[src/rtl/eth_rx_pkg.sv]
// Shared definitions for the Ethernet receive path: GMII framing bytes,
// CRC-32 constants, receive FSM encoding and field widths.
package eth_rx_pkg;

  localparam logic [7:0]  PREAMBLE_BYTE = 8'h55;
  localparam logic [7:0]  SFD_BYTE      = 8'hD5;
  localparam logic [31:0] CRC_INIT      = 32'hFFFF_FFFF;
  localparam logic [31:0] CRC_RESIDUE   = 32'hDEBB_20E3;
  // Bit-reversed form of 0x04C11DB7 for the LSB-first update.
  localparam logic [31:0] CRC_POLY_REFL = 32'hEDB8_8320;

  localparam int unsigned MOD_W = 2;
  localparam int unsigned LEN_W = 11;

  typedef enum logic [1:0] {
    WAIT_GAP = 2'd0,
    IDLE     = 2'd1,
    PRE      = 2'd2,
    DATA     = 2'd3
  } rx_state_e;

endpackage

[src/rtl/crc32_d8.sv]
// Combinational next-state of the reflected CRC-32 over one byte, LSB first.
module crc32_d8
  import eth_rx_pkg::*;
(
  input  logic [31:0] crc,
  input  logic [7:0]  data,
  output logic [31:0] crc_next_c
);

  always_comb begin
    crc_next_c = crc;
    for (int i = 0; i < 8; i++) begin
      if (crc_next_c[0] ^ data[i]) begin
        crc_next_c = (crc_next_c >> 1) ^ CRC_POLY_REFL;
      end else begin
        crc_next_c = crc_next_c >> 1;
      end
    end
  end

endmodule

[src/rtl/gmii_rx_pack.sv]
// GMII receive front end: strips preamble/SFD and FCS, packs frame bytes into
// 32-bit words and flags CRC, rx_er and length errors with the eop word.
module gmii_rx_pack
  import eth_rx_pkg::*;
#(
  parameter int unsigned MIN_LEN = 60,
  parameter int unsigned MAX_LEN = 1514
) (
  input  logic             clk,
  input  logic             rst_n,
  input  logic [7:0]       gmii_rxd,
  input  logic             gmii_rx_dv,
  input  logic             gmii_rx_er,
  output logic [31:0]      dout,
  output logic             dout_sop,
  output logic             dout_eop,
  output logic             dout_vld,
  output logic [MOD_W-1:0] dout_mod,
  output logic             dout_err
);

  logic [7:0]       rxd_r;
  logic             dv_r;
  logic             er_r;

  rx_state_e        state;
  rx_state_e        state_nxt;

  logic [31:0]      crc_q;
  logic [31:0]      crc_nxt_c;
  logic [31:0]      dly_q;
  logic [2:0]       dly_cnt_q;
  logic [31:0]      asm_q;
  logic [1:0]       idx_q;
  logic [31:0]      hold_q;
  logic             hold_vld_q;
  logic             first_q;
  logic [LEN_W-1:0] len_q;
  logic             er_seen_q;

  logic             data_byte_c;
  logic             frame_end_c;
  logic             pack_c;
  logic             frame_bad_c;
  logic [7:0]       pack_byte_c;

  // Input retiming; dv resets high so WAIT_GAP only leaves on a real gap.
  always_ff @(posedge clk) begin
    if (rst_n) begin
      rxd_r <= 8'h00;
      dv_r  <= 1'b1;
      er_r  <= 1'b0;
    end else begin
      rxd_r <= gmii_rxd;
      dv_r  <= gmii_rx_dv;
      er_r  <= gmii_rx_er;
    end
  end

  always_ff @(posedge clk) begin
    if (rst_n) begin
      state <= WAIT_GAP;
    end else begin
      state <= state_nxt;
    end
  end

  always_comb begin
    state_nxt   = state;
    data_byte_c = 1'b0;
    frame_end_c = 1'b0;
    pack_c      = 1'b0;
    case (state)
      WAIT_GAP: begin
        if (!dv_r) state_nxt = IDLE;
      end
      IDLE: begin
        if (dv_r && (rxd_r == PREAMBLE_BYTE)) state_nxt = PRE;
      end
      PRE: begin
        if (!dv_r)                       state_nxt = IDLE;
        else if (rxd_r == SFD_BYTE)      state_nxt = DATA;
        else if (rxd_r != PREAMBLE_BYTE) state_nxt = WAIT_GAP;
      end
      DATA: begin
        if (!dv_r) begin
          state_nxt   = IDLE;
          frame_end_c = 1'b1;
        end else begin
          data_byte_c = 1'b1;
          pack_c      = (dly_cnt_q == 3'd4);
        end
      end
      default: state_nxt = WAIT_GAP;
    endcase
  end

  assign pack_byte_c = dly_q[31:24];
  assign frame_bad_c = (crc_q != CRC_RESIDUE) || er_seen_q ||
                       (len_q < LEN_W'(MIN_LEN)) || (len_q > LEN_W'(MAX_LEN));

  crc32_d8 u_crc (
    .crc        (crc_q),
    .data       (rxd_r),
    .crc_next_c (crc_nxt_c)
  );

  // Delay line, packer, hold word and output registers.
  always_ff @(posedge clk) begin
    if (rst_n) begin
      crc_q      <= CRC_INIT;
      dly_q      <= '0;
      dly_cnt_q  <= '0;
      asm_q      <= '0;
      idx_q      <= '0;
      hold_q     <= '0;
      hold_vld_q <= 1'b0;
      first_q    <= 1'b1;
      len_q      <= '0;
      er_seen_q  <= 1'b0;
      dout       <= '0;
      dout_sop   <= 1'b0;
      dout_eop   <= 1'b0;
      dout_vld   <= 1'b0;
      dout_mod   <= '0;
      dout_err   <= 1'b0;
    end else begin
      dout     <= '0;
      dout_sop <= 1'b0;
      dout_eop <= 1'b0;
      dout_vld <= 1'b0;
      dout_mod <= '0;
      dout_err <= 1'b0;

      if (data_byte_c) begin
        crc_q <= crc_nxt_c;
        dly_q <= {dly_q[23:0], rxd_r};
        if (dly_cnt_q != 3'd4) dly_cnt_q <= dly_cnt_q + 3'd1;
        if (er_r) er_seen_q <= 1'b1;

        if (pack_c) begin
          if (len_q != {LEN_W{1'b1}}) len_q <= len_q + LEN_W'(1);
          // A new byte proves the held word is not the frame's last.
          if (hold_vld_q) begin
            dout       <= hold_q;
            dout_vld   <= 1'b1;
            dout_sop   <= first_q;
            first_q    <= 1'b0;
            hold_vld_q <= 1'b0;
          end
          if (idx_q == 2'd3) begin
            hold_q     <= {asm_q[31:8], pack_byte_c};
            hold_vld_q <= 1'b1;
            asm_q      <= '0;
          end else begin
            asm_q <= asm_q | ({pack_byte_c, 24'h000000} >> {idx_q, 3'b000});
          end
          idx_q <= idx_q + 2'd1;
        end
      end else begin
        if (frame_end_c && (hold_vld_q || (idx_q != 2'd0))) begin
          dout     <= hold_vld_q ? hold_q : asm_q;
          dout_vld <= 1'b1;
          dout_sop <= first_q;
          dout_eop <= 1'b1;
          dout_mod <= MOD_W'(2'd0 - idx_q);
          dout_err <= frame_bad_c;
        end
        crc_q      <= CRC_INIT;
        dly_q      <= '0;
        dly_cnt_q  <= '0;
        asm_q      <= '0;
        idx_q      <= '0;
        hold_vld_q <= 1'b0;
        first_q    <= 1'b1;
        len_q      <= '0;
        er_seen_q  <= 1'b0;
      end
    end
  end

endmodule

[config.mk]
export PLATFORM = sky130hd
export DESIGN_NAME = gmii_rx_pack
export DESIGN_NICKNAME = d
export VERILOG_FILES = /design/src/rtl/eth_rx_pkg.sv /design/src/rtl/crc32_d8.sv /design/src/rtl/gmii_rx_pack.sv
export SDC_FILE = /design/constraint.sdc
export NUM_CORES = 1
export LEC_CHECK = 0
export CAP_MARGIN = 30
export CORE_UTILIZATION = 25
export DETAILED_ROUTE_END_ITERATION = 8
export GPL_ROUTABILITY_DRIVEN = 0
export PLACE_DENSITY = 0.45
export SLEW_MARGIN = 20
export SYNTH_ARGS = -nofsm -noshare
export SYNTH_HDL_FRONTEND = slang
export SYNTH_HIERARCHICAL = 1
export SYNTH_SLANG_ARGS = --single-unit
[constraint.sdc]
create_clock -name clk -period 6.1 [get_ports clk]
set_clock_uncertainty 0.15 [all_clocks]
set_input_delay 1.83 -clock clk [delete_from_list [all_inputs] [get_ports clk]]
set_output_delay 1.83 -clock clk [all_outputs]
set_load 0.01 [all_outputs]
==> run_results.csv <==
group,metric,value,unit
run_status,status,"finished clean",
setup_path,worstSetupStartpointType,"register",
layout,fin_area,0.00891,mm^2
route,wl_met1,7970,um
synth,synth_warnings,6,
route,drc_errors,0,
timing,rsz0062_at_grt,"false",
setup_path,cp_max_fo,1,
timing,setup_tns,0,ns
die,core_area,0.0288,mm^2
timing,fin_crit,3.32,ns
synth,synth_common_cells,"dfxtp_1 (197), nand2_1 (78), nor2_1 (77)",
setup_path,cp_slowest_cell,"clkdlybuf4s50_1",
synth,synth_most_common_cell,"dfxtp_1",
timing,max_slew.worst_pin.slew,0.806,ns
hold_path,hp-class,"register to register",
synth,synthesis.nets,755,
timing,setup_viol,0,
global_route,grt_pass1_vias,4732,
place,place_inst,1145,
pwr,switching_share,26.5,%
layout,fin_cells,1177,
global_route,grt-ovfl-total,0,
route,highest-signal-layer,"met4",
route,dr.pass1.iters,4,
route,totalWireLength,15800,um
setup_path,cp_data_required_time,4.12,ns
setup_path,path_delay_family,"buffers and inverters",
place,dpl_cell_area,0.00826,mm^2
global_route,grt_pass1_wl,26300,um
pwr,p_int,2020,uW
layout,nets,801,
clock_network,clk_latency,0.44,ns
timing,post-route-period-util,54.4,%
route,route.met3.wl,425,um
layout,antenna_cells,0,
setup_path,end_kind,"primary output",
layout,syn_to_final_growth,21.5,%
setup_path,path_buf_inv,1,
setup_path,crit_chain,"clkdlybuf4s50_1",
clock_network,cts-root-buf,"clkbuf_16",
synth,synth_top_area_share,53.8,%
synth,synth_flop_cell,"dfxtp_1",
die,die_x,173,um
clock_network,clk_path_buf_depth,2,
timing,holdWs,0.273,ns
pwr,peakVddDrop,0.166,mV
layout,drive_gt1_share,8.32,%
global_route,grt_max_degree,47,
place,place_hpwl,10400,um
clock_network,h-tree-depth,4,
pwr,seqPwrFrac,48.0,%
synth,syn_avg_cell_area,9.99,um^2
pwr,p_per_area,308,mW/mm^2
route,num_vias,4829,
synth,synth_area_leaders,"dfxtp_1 (54%), xnor2_1 (5.4%), a21oi_1 (4.8%), nand2_1 (4.0%), mux2i_1 (4.0%)",
synth,synth_edf_count,0,
clock_network,clk_pin_slew,0.08,ns
route,ant_nets,0,
global_route,grt_use_total,11.2,%
setup_path,crit_type,"register to primary output",
clock_network,cts_hold_buffers,0,
timing,max-slew-margin-rel,45.9,%
synth,ys_seq_area_share,53.8,%
clock_network,post-cts-setup-buffers,0,
die,io_pins,50,
pwr,power_switching,726,uW
route,drt-vias-per-instance,4.10,
timing,fmax,301,MHz
global_route,antenna_found_initial,0,
timing,maxSlewViolCount,0,
route,wl_met2,7110,um
setup_path,slowest_delay,0.54,ns
synth,netlist_instances,734,
clock_network,post_cts_resized,0,
route,wl_per_cell,13.4,um
synth,synth_cell_type_count,56,
synth,synth_seq_cells,197,
clock_network,cts_tree,"yes",
die,chipHeight,173,um
clock_network,cts.sinks,197,
pwr,p_comb_share,8.5,%
place,portBuffers,49,
flow_run,maxCapViolCount,0,
synth,syn_area,0.00733,mm^2
pwr,leakage,0.00302,uW
die,placementRows,62,
route,drt_iter0_drc,171,
synth,async_flop_share,0,%
timing,hold_violations,0,
die,start_util,25.5,%
pwr,p_total,2740,uW
setup_path,worstPathArrival,1.34,ns
synth,synth_top_area_cell,"dfxtp_1",
die,dieArea,0.0300,mm^2
clock_network,cts_made_buffers,17,
pwr,pwr-share-clk,43.5,%
sequential cells by signal, indices dropped and copies added, names as in the netlist, 2 cells and up:
register and flops:
dout_mod 2, dly_q 32, idx_q 2, dout 32
asm_q 32, rxd_r 8, crc_q 32, dly_cnt_q 3
state 2, len_q 11, hold_q 32
cells by family (layout without fill, tap and decap cells):
family / after synthesis / after routing / share of synthesized area, %
flops: 197 / 197 / 53.8
xor+xnor: 73 / 73 / 10.9
mux: 29 / 29 / 3.96
simple gates: 278 / 278 / 19.0
buf+inv: 46 / 105 / 2.78
fa+ha+maj: 9 / 9 / 1.54
compound gates: 102 / 102 / 8.12
path summary, 6_finish.rpt:
check / start / to / slack, ns / cells past startpoint
min: dly_q[17] / dly_q[25] / 0.27 / 1
max: dout[7] / dout[7] / 2.78 / 1
min reg2reg: dly_q[17] / dly_q[25] / 0.27 / 1
max reg2reg: rxd_r[1] / crc_q[23] / 3.53 / 5
metrics by stage:
step	setup WS, ns	util [%]
3_3_place_gp	2.19	28.5
3_5_place_dp	2.48	28.7
4_1_cts	2.74	30.9
5_1_grt	2.73	30.9
2_1_floorplan	2.94	-
6_report	2.78	30.9
final cells by class:
class                           instances  area, um^2
Clock buffer                           17         425
Clock inverter                         15         218
Fill cell                            3001       19900
Inverter                               11        41.3
Multi-Input combinational cell        491        3190
Sequential cell                       197        3950
Tap cell                              384         480
Timing Repair Buffer                   62         609
routing by layer:
metal  GRT usage, %  up-vias
met5              0        -
met4           3.98        0
li1               -     2550
met2           17.6       68
met1           15.1     2191
met3           2.63       20
cell usage in the layout (no fill, tap or decap), types with 13 or more instances in the layout:
| cell | count |
|---|---|
| clkdlybuf4s50_1 | 48 |
| nor2_1 | 76 |
| nand2_1 | 78 |
| a21oi_1 | 71 |
| or3_1 | 35 |
| xnor2_1 | 45 |
| and2_1 | 35 |
| mux2i_1 | 29 |
| dfxtp_1 | 196 |
| xor2_1 | 13 |
| clkbuf_16 | 17 |
power groups by stage:
| stage | Combinational [uW] | Sequential [uW] | Clock, uW |
|---|---|---|---|
| 2_1_floorplan | 186 | 1340 | 0 |
| 3_3_place_gp | 236 | 1350 | 0 |
| 3_5_place_dp | 236 | 1350 | 0 |
| 4_1_cts | 237 | 1320 | 1230 |
| 5_1_grt | 261 | 1320 | 1270 |
| 6_report | 234 | 1320 | 1190 |
No activity file was read; power rests on OpenSTA's default activity.
